<file path="config.mk">
export PLATFORM = sky130hd
export DESIGN_NAME = reorder_buffer
export DESIGN_NICKNAME = d
export VERILOG_FILES = /design/src/rtl/reorder_buffer.sv
export SDC_FILE = /design/constraint.sdc
export NUM_CORES = 1
export LEC_CHECK = 0
export CAP_MARGIN = 0
export CORE_MARGIN = 4
export CORE_UTILIZATION = 52
export DETAILED_ROUTE_END_ITERATION = 10
export PLACE_DENSITY = 0.76
export SYNTH_ARGS = -nofsm -noshare
export SYNTH_HDL_FRONTEND = slang
export SYNTH_HIERARCHICAL = 1
export SYNTH_SLANG_ARGS = --single-unit
export TNS_END_PERCENT = 50
</file>
<file path="constraint.sdc">
create_clock -name clk -period 2.6 [get_ports clk]
set_clock_uncertainty 0.15 [all_clocks]
set_input_delay 0.52 -clock clk [delete_from_list [all_inputs] [get_ports clk]]
set_output_delay 0.52 -clock clk [all_outputs]
set_load 0.05 [all_outputs]
</file>
<file path="src/rtl/reorder_buffer.sv">
// Circular in-order commit buffer that sits after the register renamer.
// Instructions are allocated at the tail and marked done out of order.
// They retire in order from the head. Each retire produces a one-cycle
// {old_preg, has_dest} pulse that tells the renamer which old physical
// register it may free.

// One buffer slot: valid/done bookkeeping plus the displaced mapping.
module rob_entry #(
  parameter int PREG_W = 4
) (
  input  logic              clk,
  input  logic              rst,
  input  logic              alloc_we,
  input  logic              complete_we,
  input  logic              retire_we,
  input  logic              alloc_dest,
  input  logic [PREG_W-1:0] alloc_old,
  output logic              valid,
  output logic              done,
  output logic              has_dest,
  output logic [PREG_W-1:0] old_preg
);

  // Status bits. A completion only lands on a live entry. Retire clearing
  // is written last so that it wins. Alloc and retire never target the
  // same slot in one cycle: that would require the buffer to be both
  // empty and full.
  always_ff @(posedge clk) begin
    if (rst) begin
      valid <= 1'b0;
      done  <= 1'b0;
    end else begin
      if (alloc_we) begin
        valid <= 1'b1;
        done  <= 1'b0;
      end
      if (complete_we && valid) done <= 1'b1;
      if (retire_we) begin
        valid <= 1'b0;
        done  <= 1'b0;
      end
    end
  end

  // Payload is only meaningful while valid, so it needs no reset.
  always_ff @(posedge clk) begin
    if (alloc_we) begin
      has_dest <= alloc_dest;
      old_preg <= alloc_old;
    end
  end

endmodule

module reorder_buffer #(
  parameter int DEPTH  = 8,
  parameter int TAG_W  = 3,
  parameter int PREG_W = 4
) (
  input  logic              clk,
  input  logic              rst,
  input  logic              ena,
  input  logic              alloc_valid,
  input  logic              alloc_has_dest,
  input  logic [PREG_W-1:0] alloc_old_preg,
  output logic              alloc_ready,
  output logic [TAG_W-1:0]  alloc_tag,
  input  logic              complete_valid,
  input  logic [TAG_W-1:0]  complete_tag,
  output logic [PREG_W:0]   retire_out,
  output logic              retire_pulse,
  output logic [TAG_W:0]    count,
  output logic              empty
);

  localparam logic [TAG_W:0] FULL = (TAG_W+1)'(DEPTH);

  logic [TAG_W-1:0]             head, tail;
  logic [DEPTH-1:0]             ent_valid, ent_done, ent_dest;
  logic [DEPTH-1:0][PREG_W-1:0] ent_old;
  logic                         alloc_fire, retire_fire;

  assign alloc_ready = (count != FULL);
  assign alloc_tag   = tail;
  assign empty       = (count == '0);

  // alloc_ready deliberately ignores a same-cycle retire.
  assign alloc_fire  = ena && alloc_valid && alloc_ready;
  assign retire_fire = ena && ent_valid[head] && ent_done[head];

  for (genvar i = 0; i < DEPTH; i++) begin : g_ent
    rob_entry #(.PREG_W(PREG_W)) u_ent (
      .clk         (clk),
      .rst         (rst),
      .alloc_we    (alloc_fire && (tail == TAG_W'(i))),
      .complete_we (ena && complete_valid && (complete_tag == TAG_W'(i))),
      .retire_we   (retire_fire && (head == TAG_W'(i))),
      .alloc_dest  (alloc_has_dest),
      .alloc_old   (alloc_old_preg),
      .valid       (ent_valid[i]),
      .done        (ent_done[i]),
      .has_dest    (ent_dest[i]),
      .old_preg    (ent_old[i])
    );
  end

  // Pointers, occupancy and the registered retire port. Everything holds
  // while ena is low, so the frozen renamer neither loses nor repeats a
  // retire.
  always_ff @(posedge clk) begin
    if (rst) begin
      head         <= '0;
      tail         <= '0;
      count        <= '0;
      retire_out   <= '0;
      retire_pulse <= 1'b0;
    end else if (ena) begin
      if (alloc_fire)  tail <= tail + 1'b1;
      if (retire_fire) head <= head + 1'b1;
      case ({alloc_fire, retire_fire})
        2'b10:   count <= count + 1'b1;
        2'b01:   count <= count - 1'b1;
        default: count <= count;
      endcase
      retire_pulse <= retire_fire;
      retire_out   <= retire_fire ? {ent_old[head], ent_dest[head]} : '0;
    end
  end

endmodule

</file>
# --- Word level (Yosys, flattened, before mapping) ---
# Cells that the tools add are included.
totals:
  regBits: 72
  latch_bits: 0
  mem_bits_rw: 0
  romBits: 0
  input_bits: 13
  output_inout_bits: 15
  elab_cells: 153
  mem_count: 0
op_classes:
  add_sub_neg: 4
  multipliers: 0
  div_mod_pow: 0
  order_cmp: 1
  eq_ne: 24
  shift: 0
  n_mux: 26
  bitwise_logic: 0
  n_reduce_logical: 61
ops:
  columns: ["operator", "count"]
  rows:
  - ["$logic_and A1 B1 Y1", 37]
  - ["$eq A3 B3 Y1 const B", 12]
  - ["$mux W1", 19]
  - ["$eq A3 B2 Y1 const B", 6]
  - ["$reduce_bool A2 Y1", 9]
  - ["$reduce_or A2 Y1", 8]
  - ["$bmux W4 S3", 1]
  - ["$bmux W1 S3", 3]
  - ["$eq A3 B1 Y1 const B", 3]
  - ["$logic_not A3 Y1", 3]
  - ["$pmux W4 S2", 1]
  - ["$add A3 B1 Y3 const B", 2]
  - ["$reduce_and A2 Y1", 3]
  - ["$mux W5", 1]
  - ["$add A4 B1 Y4 const B", 1]
  - ["$logic_not A4 Y1", 1]
  - ["$lt A3 B4 Y1 const B", 1]
  - ["$mux W4", 1]
  - ["$ne A4 B4 Y1 const B", 1]
  - ["$sub A4 B1 Y4 const B", 1]
  - ["$eq A2 B1 Y1 const B", 1]
  - ["$eq A2 B2 Y1 const B", 1]

# --- Logic depth before layout (Yosys ltp) ---
# Gate-level depths: netlist (run 1).
depth:
  depth_word: 7
  depth_mapped: 12
  depth_no_buf: 11

# --- Hierarchy ---
# Netlist (run 1), hierarchy kept.
by_module_without_submodules:
  columns: ["mod", "n_inst", "cells_per_inst", "area_each_um2", "seq_area_each_um2"]
  rows:
  - ["rob_entry", 8, 12, 221.5, 190.2]
  - ["reorder_buffer", 1, 156, 1485.2, 320.3]

# --- Worst setup path before layout (run 1) ---
# OpenSTA, ideal clock, no wires.
synth_path:
  path_kind: "register to register"
  start: "reg count[1]"
  end: "reg count[2]"
  setup_ps: 71
  t_arrival_ps: 2835
  t_required_ps: 2379
  slack_ps: -455
  path_stages_with_launch: 13
  path_buffers: 2
  period_less_slack_ps: 3055
  cell_sequence: "dfxtp_1 > clkbuf_1 > nor3_1 > a21oi_1 > clkbuf_1 > inv_1 > ha_1 > xor2_1 > ha_1 > a21oi_1 > xor2_1 > or3_1 > a21oi_1"
synth_via:
  elab_chain_cells: 5
  word_cells_on_any_way: 9
  cone_classes: "add/sub (2); eq/ne (3); mux (1); reduce/logical (3)"
synth_rtl:
  columns: ["item", "line_no", "source"]
  rows:
  - ["start: declaration", "72", "output logic [TAG_W:0] count,"]
  - ["start signal: assignment", "121", "2'b10: count <= count + 1'b1;"]
  - ["start signal: assignment", "122", "2'b01: count <= count - 1'b1;"]
  - ["start signal: assignment", "123", "default: count <= count;"]
  - ["$ne A4 B4 Y1", "83", "assign alloc_ready = (count != FULL);"]
  - ["$logic_and A1 B1 Y1", "88", "assign alloc_fire = ena && alloc_valid && alloc_ready;"]
  - ["$eq A2 B1 Y1 or $eq A2 B2 Y1 (tied branches)", "120", "case ({alloc_fire, retire_fire})"]
  - ["$reduce_bool A2 Y1 (no source line)", null, null]
  - ["$reduce_and A2 Y1 (no source line)", null, null]
# Parallel ways exist; a longest one is shown, timed or not.
# A chain may end at the register's enable or synchronous reset.

# --- Final worst setup path (run 1) ---
layout_path:
  start: "reg g_ent[0].u_ent.done"
  end: "reg count[2]"
layout_via:
  elab_chain_cells: 6
  word_cells_on_any_way: 8
  cone_classes: "eq/ne (2); mux (3); reduce/logical (3)"
layout_rtl:
  columns: ["item", "line_no", "source"]
  rows:
  - ["start: declaration", "19", "output logic done,"]
  - ["start signal: assignment", "31", "done <= 1'b0;"]
  - ["start signal: assignment", "35", "done <= 1'b0;"]
  - ["start signal: assignment", "37", "if (complete_we && valid) done <= 1'b1;"]
  - ["$bmux W1 S3 (*)", "89", "assign retire_fire = ena && ent_valid[head] && ent_done[head];"]
  - ["$mux W1 (not written as such) (*)", "89", null]
  - ["$logic_and A1 B1 Y1 (*)", "89", null]
  - ["named net retire_fire", "81", "logic alloc_fire, retire_fire;"]
  - ["$eq A2 B1 Y1 or $eq A2 B2 Y1 (tied branches)", "120", null]
  - ["$reduce_bool A2 Y1 (no source line)", null, null]
  - ["$reduce_and A2 Y1 (no source line)", null, null]
# Mark *: on every way through the listed nets, which the timed path passes. The rest lies on a longest branch. The select of a mux whose other input is x is not followed.

==> results of run 1 <==
[worst max-delay path: cells and delay by family, from the launching register on]
family,cells,cell delay (ns)
adder cells (fa/ha/maj),2,0.36
multiplexers,1,0.52
buffers and inverters,1,0.07
flip-flops,1,0.33
AND/OR/NAND/NOR,2,0.46
XOR/XNOR,2,0.23
AO/OA/AOI/OAI,3,0.44
[metrics by stage]
stage	instance area [um^2]	std cells	worst slack, ns
finish	4050	389	-0.000607
global route	4050	389	-0.103
CTS	4030	388	-0.0213
detailed placement	3800	372	-0.281
global placement	3800	372	-0.215
floorplan	3270	252	-0.217
[synthesized netlist by cell type]
cell type / count
o21ai_0: 3
mux4_1: 1
buf_1: 1
xor2_1: 3
nand2b_1: 14
or3b_2: 5
ha_1: 15
o31ai_1: 5
and3_1: 12
xnor2_1: 1
edfxtp_1: 40
and2_1: 4
buf_2: 1
inv_1: 6
nor3_1: 11
mux2_2: 1
mux2i_1: 8
nor2_1: 22
nand3b_1: 2
nand3_1: 1
a22oi_4: 1
or3_1: 1
clkbuf_1: 5
a21oi_1: 6
mux2_4: 1
nand2_1: 12
dfxtp_1: 32
inv_2: 3
a211oi_1: 2
nor4_1: 1
and3b_1: 1
nor2b_1: 3
and2_0: 8
a211oi_2: 8
nor3b_1: 1
mux4_2: 11
[area by class of cell]
type,instances,share of cell area (%)
Multi-Input combinational cell,164,34.8
Tap cell,75,2.32
Timing Repair Buffer,53,11.8
Inverter,9,0.896
Clock inverter,7,1.51
Sequential cell,72,45.6
Clock buffer,9,3.06
[sequential cells by signal, summed over array words and instances, names as in the netlist]
name                  count
g_ent.u_ent/done          8
head                      3
g_ent.u_ent/has_dest      8
alloc_tag                 3
retire_pulse              1
g_ent.u_ent/old_preg     32
retire_out                5
g_ent.u_ent/valid         8
count                     4
[kinds of logic after synthesis]
family / count (synthesis)
simple gates: 98
flops: 72
compound gates: 25
mux: 22
buf+inv: 16
fa+ha+maj: 15
xor+xnor: 4
[what timing repair did]
action	CTS	global route
setup buffers	0	1
setup endpoints to repair	2	4
pin swaps	6	2
hold buffers	0	0
resized for setup	15	3
[worst max-delay path by stage]
stage	endpoint	slack [ns]	depth (start not counted)
floorplan	empty	-0.22	2
global placement	count[2]	-0.22	11
detailed placement	count[2]	-0.28	11
CTS	count[2]	-0.02	11
global route	count[2]	-0.10	11
finish	count[2]	-0.0006	11
[report_power, final]
group	internal (mW)	leakage (nW)	switching (mW)	total (mW)
Clock	0.366	0.0892	0.470	0.836
Combinational	0.0590	0.821	0.0780	0.137
Sequential	1.21	0.622	0.0101	1.22
Total	1.64	1.53	0.558	2.20
[per-layer routing]
metal	track usage [%]	share of wire, %
met2	29.9	47
met5	0	0
met1	26.7	46
met3	4.45	4.8
met4	9.76	2.4
==> impl_metrics.sql, run 1 <==
INSERT INTO impl_metrics (metric_group, metric, value, unit) VALUES
('run_status', 'run_status', 'finished, violations left', ''),
('run_status', 'violations', 'setup timing', ''),
('timing', 'timing_worst_slew_pin_value', '0.521', 'ns'),
('yosys', 'netlist-cell-type-count', '36', ''),
('global_route', 'antenna_found_initial', '0', ''),
('worst_hold_path', 'worstHoldEndpoint', 'g_ent[6].u_ent/done', ''),
('finish', 'postLayoutCoreUtil', '67.6', '%'),
('power_and_ir_drop', 'finalPower', '2.20', 'mW'),
('global_route', 'first_global_vias', '2151', ''),
('clock_network', 'clockRootBuffer', 'clkbuf_8', ''),
('worst_setup_path', 'timing.critical_path.slowest_cell_delay', '0.52', 'ns'),
('worst_hold_path', 'worstHoldStart', 'g_ent[6].u_ent/valid', ''),
('power_and_ir_drop', 'vdd_drop_max', '494', 'uV'),
('finish', 'post_route_cells_drive_above_1_share', '28.0', '%'),
('worst_setup_path', 'regToRegStartpoint', 'g_ent[0].u_ent/done', ''),
('timing', 'grt_setup_unrepaired', 'yes', ''),
('worst_setup_path', 'setup.worst_path.start', 'g_ent[0].u_ent/done', ''),
('route', 'detailedRoute.firstPassIterationCount', '4', ''),
('timing', 'achievable-frequency', '385', 'MHz'),
('global_route', 'globalRouteTotalUtil', '19.7', '%'),
('die', 'core.rowCount', '28', ''),
('timing', 'final.setup.worst_slack', '-0.000607', 'ns'),
('power_and_ir_drop', 'cellLeakagePower', '1.53', 'nW'),
('worst_setup_path', 'critPathMaxFanout', '2', ''),
('finish', 'layout.cells.most_common', 'edfxtp_1', ''),
('finish', 'ff_latch_area', '0.00185', 'mm^2'),
('finish', 'areaGrowthSynthToFinish', '24.4', '%'),
('finish', 'most-common-layout-cells', '40 x edfxtp_1, 27 x dfxtp_1, 27 x clkdlybuf4s50_1, 25 x buf_4, 22 x nor2_1', ''),
('placement', 'dpl.hpwl', '4.69', 'mm'),
('timing', 'setup_viol_count_final', '1', ''),
('worst_setup_path', 'reg2reg_slack', '-0.0006', 'ns'),
('placement', 'globalplace.congestion', '0.878', ''),
('worst_hold_path', 'hold_path_class', 'reg -> reg', ''),
('die', 'die-area', '0.00759', 'mm^2'),
('die', 'starting_density_of_the_core', '54.4', '%'),
('yosys', 'fraction_of_the_yosys_area_taken_by_sequential_cells', '56.6', '%'),
('yosys', 'synth_compound_gate_area_share', '6.72', '%'),
('clock_network', 'tritoncts', 'built', ''),
('clock_network', 'ctsLongestPathBuffers', '2', ''),
('placement', 'count_of_port_buffers_added_during_placement', '27', ''),
('worst_hold_path', 'worstHoldPathCells', '2', ''),
('route', 'routed_antenna_nets', '0', ''),
('route', 'drtIter0Drc', '105', ''),
('timing', 'tns_setup', '-0.000607', 'ns'),
('worst_setup_path', 'crit_type', 'reg -> reg', ''),
('clock_network', 'clk_pin_slew', '0.08', 'ns'),
('flow_run', 'maxCapViolations', '0', ''),
('die', 'floorplan.core_area', '0.00599', 'mm^2'),
('yosys', 'synth_cells', '252', ''),
('yosys', 'synth.net_count', '280', ''),
('clock_network', 'cts_max_level', '3', ''),
('die', 'pin_count', '28', ''),
('worst_setup_path', 'worst_ep_required_time', '2.74', 'ns'),
('yosys', 'synth.largest_area_cell', 'edfxtp_1', ''),
('finish', 'area_occupied_by_multi_input_gates', '0.00141', 'mm^2'),
('yosys', 'synth_xor_xnor_area_share', '1.08', '%'),
('clock_network', 'cts.sink_count', '72', ''),
('global_route', 'maximum_number_of_pins_on_one_net_before_global_route_repair', '41', ''),
('timing', 'report.final.slew_viol_count', '0', ''),
('timing', 'max_slew_margin', '65.1', '%'),
('global_route', 'grt_overflow_total', '0', ''),
('route', 'drt-wirelength-per-cell', '17.1', 'um'),
('die', 'die_h', '87.1', 'um'),
('power_and_ir_drop', 'power-per-cell-area', '542', 'mW/mm^2'),
('yosys', 'synth_area_leaders', 'edfxtp_1 37%, dfxtp_1 20%, mux4_2 7.6%', ''),
('timing', 'period_minus_slack', '2.60', 'ns'),
('timing', 'report.final.hold_viol_count', '0', ''),
('timing', 'final.hold.worst_slack', '0.339', 'ns'),
('yosys', 'multiplexer_share_of_the_synthesized_area', '11.7', '%'),
('finish', 'layout.filler_cells', '437', ''),
('clock_network', 'clk_latency', '0.35', 'ns');
No activity file was read; power rests on OpenSTA's default activity.
==> inputs of run 2 (changes only) <==
--- a/config.mk
+++ b/config.mk
@@ -8,10 +8,11 @@
 export CAP_MARGIN = 0
 export CORE_MARGIN = 4
 export CORE_UTILIZATION = 52
+export CTS_CLUSTER_DIAMETER = 120
 export DETAILED_ROUTE_END_ITERATION = 10
 export PLACE_DENSITY = 0.76
+export SETUP_SLACK_MARGIN = 0.4
 export SYNTH_ARGS = -nofsm -noshare
 export SYNTH_HDL_FRONTEND = slang
-export SYNTH_HIERARCHICAL = 1
 export SYNTH_SLANG_ARGS = --single-unit
 export TNS_END_PERCENT = 50
==> run 2 against run 1 <==
  * The run now ends clean
  * Final cell count is 0.26% lower
  * Sequential share of layout area is 0.69 points lower
  * Die area is 0.56% lower
  * Utilization is 1.4 points higher
  * Count of clock-buffer cells in the layout stayed put
  * Maximum frequency is 1.6% higher
  * Combinational power is 4% higher
  * Via count is 2.6% higher
  * Routed wire length is 4.5% higher
  * Global-route usage hardly changed
  * Clock power is 1% lower
  * Register-to-register slack better by 0.04 ns
==> impl_metrics.sql, run 2 <==
INSERT INTO impl_metrics (metric_group, metric, value, unit) VALUES
('run_status', 'run_status', 'finished clean', ''),
('finish', 'nNetsFinal', '336', ''),
('worst_setup_path', 'worst_r2r_path_depth', '11', ''),
('timing', 'report.final.slew_viol_count', '0', ''),
('route', 'detailed_route_drc_error_count', '0', ''),
('placement', 'post-place-ws', '-0.230', 'ns'),
('route', 'routed-via-count', '2204', ''),
('timing', 'grt_setup_unrepaired', 'yes', ''),
('yosys', 'synth.largest_area_cell', 'edfxtp_1', ''),
('worst_hold_path', 'hold_path_class', 'reg -> reg', ''),
('worst_setup_path', 'worst_ep_required_time', '2.72', 'ns'),
('worst_setup_path', 'crit_arrival', '2.68', 'ns'),
('clock_network', 'postCtsHoldBufs', '0', ''),
('worst_setup_path', 'worst_setup_path_start_kind', 'register', ''),
('worst_setup_path', 'timing.critical_path.to', 'count[2]', ''),
('timing', 'timing_worst_slew_pin_value', '0.590', 'ns'),
('die', 'core.rowCount', '28', ''),
('timing', 'max_slew_margin', '60.6', '%'),
('yosys', 'netlist-cell-type-count', '38', ''),
('yosys', 'synth_top_cells_by_count', '40 x edfxtp_1, 32 x dfxtp_1, 16 x inv_1, 16 x nor2_1', ''),
('worst_setup_path', 'worst_setup_ep_type', 'register', ''),
('clock_network', 'cts_buffers', '9', ''),
('timing', 'final.setup.worst_slack', '0.0397', 'ns'),
('yosys', 'synthesized_area_per_cell', '13.1', 'um^2'),
('yosys', 'ys_async_sr_fraction', '0', '%'),
('global_route', 'first_pass_grt_wire_length', '11.3', 'mm'),
('yosys', 'synth_area_leaders', 'edfxtp_1 37%, dfxtp_1 20%, mux4_2 7.7%', ''),
('worst_setup_path', 'reg2reg_slack', '0.04', 'ns'),
('die', 'starting_density_of_the_core', '54.0', '%'),
('flow_run', 'maxCapViolations', '0', ''),
('route', 'routed_wirelength', '6.96', 'mm'),
('worst_setup_path', 'critPathMaxFanout', '2', ''),
('die', 'pin_count', '28', ''),
('route', 'routed_antenna_nets', '0', ''),
('global_route', 'maximum_number_of_pins_on_one_net_before_global_route_repair', '16', ''),
('worst_setup_path', 'setup.worst_path.start', 'g_ent[1].u_ent.done', ''),
('yosys', 'yosysMostFrequentCell', 'edfxtp_1', ''),
('die', 'floorplan.core_area', '0.00599', 'mm^2'),
('die', 'die_x', '86.9', 'um'),
('worst_setup_path', 'crit_type', 'reg -> reg', ''),
('timing', 'achievable-frequency', '391', 'MHz'),
('clock_network', 'tritoncts', 'built', ''),
('global_route', 'first_global_vias', '2271', ''),
('worst_setup_path', 'regToRegStartpoint', 'g_ent[1].u_ent.done', ''),
('global_route', 'globalRouteTotalUtil', '19.7', '%'),
('finish', 'largest-register', 'g_ent.u_ent.old_preg', ''),
('clock_network', 'clk_pin_slew', '0.09', 'ns'),
('finish', 'layout.cells.most_common', 'edfxtp_1', ''),
('timing', 'setup_viol_count_final', '0', ''),
('finish', 'antenna_diode_count', '0', ''),
('worst_hold_path', 'worstHoldStart', 'g_ent[4].u_ent.valid', ''),
('finish', 'areaGrowthSynthToFinish', '27.7', '%'),
('global_route', 'grt_overflow_total', '0', ''),
('yosys', 'synth_top_cell_area_share', '37.1', '%'),
('die', 'die-area', '0.00755', 'mm^2'),
('worst_setup_path', 'cpMaxStageDelayCell', 'mux4_2', ''),
('clock_network', 'cts.sink_count', '72', ''),
('yosys', 'fraction_of_the_yosys_area_taken_by_sequential_cells', '56.9', '%'),
('placement', 'dpl.hpwl', '4.69', 'mm'),
('route', 'routed_via_density', '5.68', ''),
('power_and_ir_drop', 'power-per-cell-area', '531', 'mW/mm^2'),
('die', 'die_h', '86.9', 'um'),
('power_and_ir_drop', 'vdd_drop_max', '395', 'uV'),
('timing', 'period_minus_slack', '2.56', 'ns'),
('clock_network', 'ctsLongestPathBuffers', '2', ''),
('yosys', 'synth_enable_flop_cells', '40', ''),
('route', 'detailedRoute.firstPassIterationCount', '4', ''),
('timing', 'report.final.hold_viol_count', '0', ''),
('global_route', 'antenna_found_initial', '0', ''),
('worst_setup_path', 'timing.critical_path.slowest_cell_delay', '0.49', 'ns'),
('clock_network', 'clk_latency', '0.35', 'ns'),
('placement', 'count_of_port_buffers_added_during_placement', '27', ''),
('yosys', 'synth_area', '0.00324', 'mm^2'),
('yosys', 'synth.ff_latch_count', '72', ''),
('placement', 'globalplace.congestion', '0.787', ''),
('clock_network', 'cts_max_level', '3', ''),
('finish', 'most-common-layout-cells', '40 x edfxtp_1, 30 x buf_4, 22 x dfxtp_1, 16 x nor2_1', ''),
('yosys', 'synth_cells', '247', ''),
('route', 'drt-wirelength-per-cell', '17.9', 'um'),
('finish', 'layout.filler_cells', '408', ''),
('finish', 'post_route_cells_drive_above_1_share', '30.7', '%'),
('power_and_ir_drop', 'cellLeakagePower', '1.70', 'nW'),
('route', 'drtIter0Drc', '226', ''),
('clock_network', 'clockRootBuffer', 'clkbuf_8', ''),
('timing', 'tns_setup', '0', 'ns'),
('yosys', 'synth_top_flop_cell', 'edfxtp_1', ''),
('worst_setup_path', 'reg2reg_to', 'count[2]', ''),
('yosys', 'yosysWarningCount', '0', ''),
('timing', 'final_min_period_over_clock_period', '98.5', '%'),
('yosys', 'synth.net_count', '275', ''),
('worst_setup_path', 'critical_path.cell_chain', 'nand2_1, mux4_2, o22a_1, clkinv_4, ha_4, xor2_1, ha_1, a21oi_2, xor2_1, or3_1, a21oi_2', ''),
('finish', 'largest_reg_flops', '32', '');
run 2: cell types whose count changed in the layout (fill, tap and decap cells not counted), sizes merged, moves of 4 or more:
cell | before | now
or3b | 5 | 0
nor2 | 22 | 16
and3 | 12 | 1
a32oi | 0 | 6
buf | 26 | 36
nor3 | 11 | 0
a221oi | 0 | 5
nand4 | 0 | 6
clkdlybuf4s50 | 27 | 15
dlymetal6s2s | 0 | 10
nand3b | 2 | 6
inv | 14 | 23
nand2b | 14 | 2
and2 | 12 | 3
run 2: critical path: cells and delay by family (launching register included):
| kind | cells | cell delay [ns] |
|---|---|---|
| muxes | 1 | 0.49 |
| AOI/OAI and AO/OA | 3 | 0.45 |
| and+or+nand+nor | 2 | 0.40 |
| DFF | 1 | 0.35 |
| adders and majority gates | 2 | 0.29 |
| xor gates and xnor gates | 2 | 0.28 |
| buffers and inverters | 1 | 0.07 |
run 2: worst min path at each step:
stage          cells after the start  slack, ns                    to
6_report                           2       0.34  g_ent[4].u_ent.valid
5_1_grt                            2       0.37         retire_out[3]
4_1_cts                            2       0.34          retire_pulse
3_5_place_dp                       2       0.33          retire_pulse
3_3_place_gp                       2       0.31          retire_pulse
2_1_floorplan                      2       0.31  g_ent[5].u_ent.valid
run 2: logic make-up after synthesis:
logic type                 Yosys count  synth area share (%)
buffers and inverters               31                  4.06
AOI/OAI and AO/OA                   41                  10.0
adders and majority gates           15                  5.80
and+or+nand+nor                     62                  10.5
muxes                               22                  11.6
xor gates and xnor gates             4                  1.08
DFF                                 72                  56.9
run 2: layout make-up:
cell class / instances / area (um^2) / share of cell area [%]
Sequential cell: 72 / 1860 / 44.9
Multi-Input combinational cell: 144 / 1330 / 32.2
Timing Repair Buffer: 61 / 572 / 13.8
Clock buffer: 9 / 124 / 3.00
Inverter: 20 / 96.3 / 2.33
Tap cell: 75 / 93.8 / 2.27
Clock inverter: 7 / 61.3 / 1.48
run 2: stage by stage:
step	util [%]	hold WS, ns	total power [mW]	cell area [um^2]	cells
global route	69.0	0.373	2.27	4130	388
global placement	62.8	0.309	1.39	3760	358
floorplan	-	0.310	1.33	3310	247
detailed placement	62.8	0.326	1.39	3760	358
CTS	67.3	0.340	2.21	4030	381
finish	69.0	0.337	2.19	4130	388
run 2: timing repair:
item	in CTS	in global routing
resized for setup	14	29
setup endpoints to repair	13	16
setup buffers	7	7
pin swaps	3	2
run 2: metal layers:
layer,vias to the layer above,global-route usage [%],wire (um)
met3,13,3.88,422
met1,1083,26.5,3030
met5,-,0,0
li1,1047,-,-
met4,0,7.93,127
met2,61,31.5,3380
run 2: report_power, final:
part           switching, mW  internal, mW  total, mW  leakage (nW)
Clock                  0.462         0.366      0.828        0.0892
Combinational         0.0826        0.0590      0.142         0.989
Sequential            0.0112          1.21       1.22         0.625
Total                  0.556          1.64       2.19          1.70
==> inputs of run 3 (changes only) <==
--- a/config.mk
+++ b/config.mk
@@ -12,6 +12,7 @@
 export DETAILED_ROUTE_END_ITERATION = 10
 export PLACE_DENSITY = 0.76
 export SETUP_SLACK_MARGIN = 0.4
+export SLEW_MARGIN = 20
 export SYNTH_ARGS = -nofsm -noshare
 export SYNTH_HDL_FRONTEND = slang
 export SYNTH_SLANG_ARGS = --single-unit
==> results of run 3 <==
The final DEF is identical to that of run 2; final timing and power are the same.
==> RTL change 1 (settings of run 3) <==
Register the output `count` once more, with the module's reset; this adds one clock of latency there. The other outputs are not delayed to match.
--- a/src/rtl/reorder_buffer.sv
+++ b/src/rtl/reorder_buffer.sv
@@ -76,4 +76,6 @@
   localparam logic [TAG_W:0] FULL = (TAG_W+1)'(DEPTH);
 
+  logic [TAG_W:0] count_s0;
+
   logic [TAG_W-1:0]             head, tail;
   logic [DEPTH-1:0]             ent_valid, ent_done, ent_dest;
@@ -81,7 +83,7 @@
   logic                         alloc_fire, retire_fire;
 
-  assign alloc_ready = (count != FULL);
+  assign alloc_ready = (count_s0 != FULL);
   assign alloc_tag   = tail;
-  assign empty       = (count == '0);
+  assign empty       = (count_s0 == '0);
 
   // alloc_ready deliberately ignores a same-cycle retire.
@@ -112,5 +114,5 @@
       head         <= '0;
       tail         <= '0;
-      count        <= '0;
+      count_s0     <= '0;
       retire_out   <= '0;
       retire_pulse <= 1'b0;
@@ -119,7 +121,7 @@
       if (retire_fire) head <= head + 1'b1;
       case ({alloc_fire, retire_fire})
-        2'b10:   count <= count + 1'b1;
-        2'b01:   count <= count - 1'b1;
-        default: count <= count;
+        2'b10:   count_s0 <= count_s0 + 1'b1;
+        2'b01:   count_s0 <= count_s0 - 1'b1;
+        default: count_s0 <= count_s0;
       endcase
       retire_pulse <= retire_fire;
@@ -128,4 +130,12 @@
   end
 
+  always_ff @(posedge clk) begin
+    if (rst) begin
+      count <= '0;
+    end else begin
+      count <= count_s0;
+    end
+  end
+
 endmodule
 
Formal check against the unedited RTL: not equivalent (Yosys sat finds a counterexample within 4 cycles, from zero or initial values and one cycle with rst high).
==> RTL change 1 against run 3 <==
The run now ends with negative setup slack left. Worst setup slack lost 0.094 ns. Synthesized area increased by 3.2%. Fmax fell by 3.6%. Total power grew 5.2%. Largest power group unchanged. Sequential cell count increased by 4. Routed wire length is 3.4% lower. Final area is 1.4% higher. Synthesized cell count up 3.2%. First-iteration DRC count shrank 53%.
==> RTL change 1: results (changes against run 3) <==
- Run status: complete, but fails checks (was completed)
- Failing checks: negative setup slack
- Dpl cells: 365 (was 358)
- Synth area leaders: edfxtp_1, dfxtp_1, mux4_2 (unchanged)
- Adder-cell share of the synthesized area: 5.62% (was 5.80%)
- Slowest stage delay, CP: 0.56 ns (was 0.49 ns)
- Multi-input logic cell count: 143 (was 144)
- All-layer global routing usage: 18.9% (was 19.7%)
- Register share of the cell area: 46.0% (was 44.9%)
- Met2 WL: 3270 um (was 3380 um)
- DRT Wirelength: 6720 um (was 6960 um)
- P_seq: 1.28 mW (was 1.22 mW)
- Setup Viol. Count Final: 2 (was 0)
- DP Area: 3830 um2 (was 3760 um2)
- Post-CTS Setup Bufs: 5 (was 7)
- Leak Pwr: 1.70 nW (about the same)
- Number of global-route vias before repair: 2145 (was 2271)
- First-pass GRT wire length: 10700 um (was 11300 um)
- Mux cell area share after synthesis: 11.0% (was 11.6%)
- Synth Instances: 255 (was 247)
- Buffers, non-clock: 56 (was 61)
- Min-delay src: retire_pulse (was g_ent[4].u_ent.valid)
- NonClk Buf Share: 12.5% (was 13.8%)
- Average cell area after synthesis: 13.1 um2 (about the same)
- Unique masters post-synth: 37 (was 38)
- Fraction of layout cells with a size suffix above 1: 26.8% (was 30.7%)
- Post-CTS sizing: 11 (was 14)
- Inverter count: 23 (was 20)
- Data arrival, critical path: 2.79 ns (was 2.68 ns)
- Number of clock buffers in the layout: 10 (was 9)
- Largest net degree at the start of global routing: 25 (was 16)
- WL met3: 322 um (was 422 um)
- Fin worst setup slack: -0.0548 ns (was 0.0397 ns)
- Vias per cell: 5.59 (was 5.68)
- Met3 global-route usage: 4.05% (was 3.88%)
- TNS Setup: -0.0693 ns (was 0 ns)
- Compound-Gate Fraction of Synth Area: 9.70% (was 10.0%)
- Relative slew slack: 64.8% (was 60.6%)
- Pint: 1.80 mW (was 1.64 mW)
- Place WS: -0.230 ns (about the same)
- DR iter-0 viols: 107 (was 226)
- Overall power: 2.31 mW (was 2.19 mW)
- Clock group share of total power: 38.4% (was 37.7%)
- Clk tree area frac: 4.81% (was 4.48%)
[RTL change 1: worst paths after layout]
kind | to | cells past startpoint | slack (ns)
max reg2reg | count_s0[2] | 11 | -0.05
min | retire_pulse | 2 | 0.32
min reg2reg | retire_pulse | 2 | 0.32
max | count_s0[2] | 11 | -0.05
[RTL change 1: cells by family (layout without fill, tap and decap cells)]
| kind of cell | count (synthesis) | count (layout) |
|---|---|---|
| flops | 76 | 76 |
| simple gates | 60 | 60 |
| compound gates | 43 | 43 |
| xor+xnor | 4 | 4 |
| buf+inv | 36 | 95 |
| fa+ha+maj | 15 | 15 |
| mux | 21 | 21 |
[RTL change 1: worst max-delay path: cells and delay by family, from the launching register on]
| family | cells | cell delay, ns |
|---|---|---|
| adder cells (fa/ha/maj) | 2 | 0.36 |
| flip-flops | 1 | 0.35 |
| buffers and inverters | 2 | 0.13 |
| multiplexers | 1 | 0.56 |
| AND/OR/NAND/NOR | 1 | 0.33 |
| XOR/XNOR | 2 | 0.22 |
| AO/OA/AOI/OAI | 3 | 0.49 |
==> RTL change 2 (flow settings as in run 3) <==
Made on the original files. Change the parameter `DEPTH` from 8 to 16.
--- a/src/rtl/reorder_buffer.sv
+++ b/src/rtl/reorder_buffer.sv
@@ -54,5 +54,5 @@
 
 module reorder_buffer #(
-  parameter int DEPTH  = 8,
+  parameter int DEPTH  = 16,
   parameter int TAG_W  = 3,
   parameter int PREG_W = 4
Check against the original RTL: not equivalent (Yosys sat finds a counterexample within 4 cycles, from zero or initial values and one cycle with rst high).
==> RTL change 2 against run 3 <==
The flow now finishes with violations (negative setup slack). Synthesized area is essentially flat. Fmax shrank 3.5%. Via count shrank 0.41%. Critical path depth is the same. Final area grew 1.3%. Non-clock buffer count grew 2. Count of clock-buffer cells in the layout is the same. Worst setup slack lost 0.093 ns. Die area is essentially flat. Sequential cell count is the same. Routed wire length grew 1.3%. Sequential share of layout area shrank 0.67 points. Critical endpoint unchanged.
Power is not compared: it rests on default switching activity, and its combinational part moved more than twofold at a synthesized area within 25%.
==> RTL change 2: results (changes against run 3) <==
- Register-to-Register Path Depth: 11 (unchanged)
- Final RePlAce weighted congestion: 0.831 (was 0.787)
- Failing checks: negative setup slack
- Finished Layout Cells: 391 (was 388)
- Worst-Skew Late Latency: 0.35 ns (about the same)
- Worst vdd ir: 0.439 mV
- Asr flop ratio synth: 0% (unchanged)
- Data arrival, critical path: 2.79 ns (was 2.68 ns)
- TritonRoute pass-1 iters: 4 (unchanged)
- Root buffer cell: clkbuf_8 (unchanged)
- Seq/Total Area, Yosys: 56.9% (about the same)
- Place WS: -0.275 ns (was -0.230 ns)
- RR Endpoint: count[2] (unchanged)
- Nets: 339 (was 336)
- Syn. warnings: 0 (unchanged)
- Fraction of layout cells with a size suffix above 1: 31.3% (was 30.7%)
- All-layer global routing usage: 20.3% (was 19.7%)
- Number of global-route vias before repair: 2284 (was 2271)
- Post-DP HPWL: 4650 um (was 4690 um)
- Setup Viol. Count Final: 1 (was 0)
- Synth area leaders: edfxtp_1, dfxtp_1, mux4_2 (unchanged)
- Pint: 1.69 mW
- Vias per cell: 5.61 (was 5.68)
- Number of buffers added on ports: 27 (unchanged)
- Filler cells: 405 (was 408)
- Syn nets: 276 (was 275)
- Hold WC Path Type: reg -> reg (unchanged)
- DP Area: 3750 um2 (was 3760 um2)
- Fin worst setup slack: -0.0534 ns (was 0.0397 ns)
- DR iter-0 viols: 147 (was 226)
- Min-delay src: retire_pulse (was g_ent[4].u_ent.valid)
- Dpl cells: 362 (was 358)
- Antenna diodes: 0 (unchanged)
- Max reg flops: 32 (unchanged)
- Slowest stage delay, CP: 0.52 ns (was 0.49 ns)
- CTS Buf Count: 9 (unchanged)
- Hold endpoint: retire_pulse (was g_ent[4].u_ent.valid)
- Largest net degree at the start of global routing: 27 (was 16)
- WL/cell: 18.0 um (was 17.9 um)
- Average cell area after synthesis: 13.0 um2 (was 13.1 um2)
- TNS Setup: -0.0534 ns (was 0 ns)
- Run status: complete, but fails checks (was completed)
- Worst-path clk slew: 0.09 ns (about the same)
- Unique masters post-synth: 37 (was 38)
- First-pass GRT wire length: 11500 um (was 11300 um)
- Post-synth top cells: edfxtp_1, dfxtp_1, inv_1 (was edfxtp_1, dfxtp_1, inv_1, nor2_1)
- Relative slew slack: 65.6% (was 60.6%)
- Start of the worst register-to-register path: head[0] (was g_ent[1].u_ent.done)
- Delay-heaviest family, CP: multiplexers (unchanged)
-- RTL change 2: cell type report --
cell class	instances	area [um2]	share of cell area, %
timing repair buffer	63	608	14.5
inverter	23	104	2.48
clock buffer	9	124	2.96
sequential	72	1850	44.3
clock inverter	7	83.8	2.00
multi-input combinational	142	1320	31.5
tap	75	93.8	2.24
-- RTL change 2: stage by stage --
stage,total power [mW],hold WS [ns]
5_1_grt,2.25,0.353
4_1_cts,2.19,0.331
3_5_place_dp,1.28,0.317
3_3_place_gp,1.28,0.309
2_1_floorplan,1.24,0.310
6_report,2.18,0.331
-- RTL change 2: timing repair --
item | 4_1_cts | 5_1_grt
buffers inserted | 6 | 7
gates resized for setup | 17 | 23
setup endpoints to repair | 13 | 14
pin swaps | 3 | 4
-- RTL change 2: per-layer routing --
metal  part of all wire, %  track usage, %
met1                    46            27.2
met2                    49            32.7
met3                   3.4            4.45
met4                   1.7            6.94
met5                     0               0
-- RTL change 2: worst max path at each step --
| stage | startpoint | to | cells after the start |
|---|---|---|---|
| floorplan | head[0] | count[2] | 12 |
| global placement | ena | count[2] | 11 |
| detailed placement | ena | count[2] | 11 |
| CTS | head[0] | count[2] | 11 |
| global route | head[1] | count[2] | 11 |
| finish | head[0] | count[2] | 11 |
-- RTL change 2: power by group through the flow --
stage	clock network, mW	registers [mW]	logic (mW)
after floorplan	0	1.22	0.0188
after global placement	0	1.22	0.0560
after detailed placement	0	1.22	0.0581
after CTS	0.938	1.20	0.0588
after global routing	0.992	1.20	0.0653
final	0.927	1.20	0.0595
-- RTL change 2: cells by family after synthesis --
logic type	after synthesis	share of synthesized area [%]
compound gates	40	10.1
xor+xnor	4	1.08
fa+ha+maj	15	5.80
buf+inv	34	4.41
flops	72	56.9
mux	21	11.3
simple gates	62	10.4
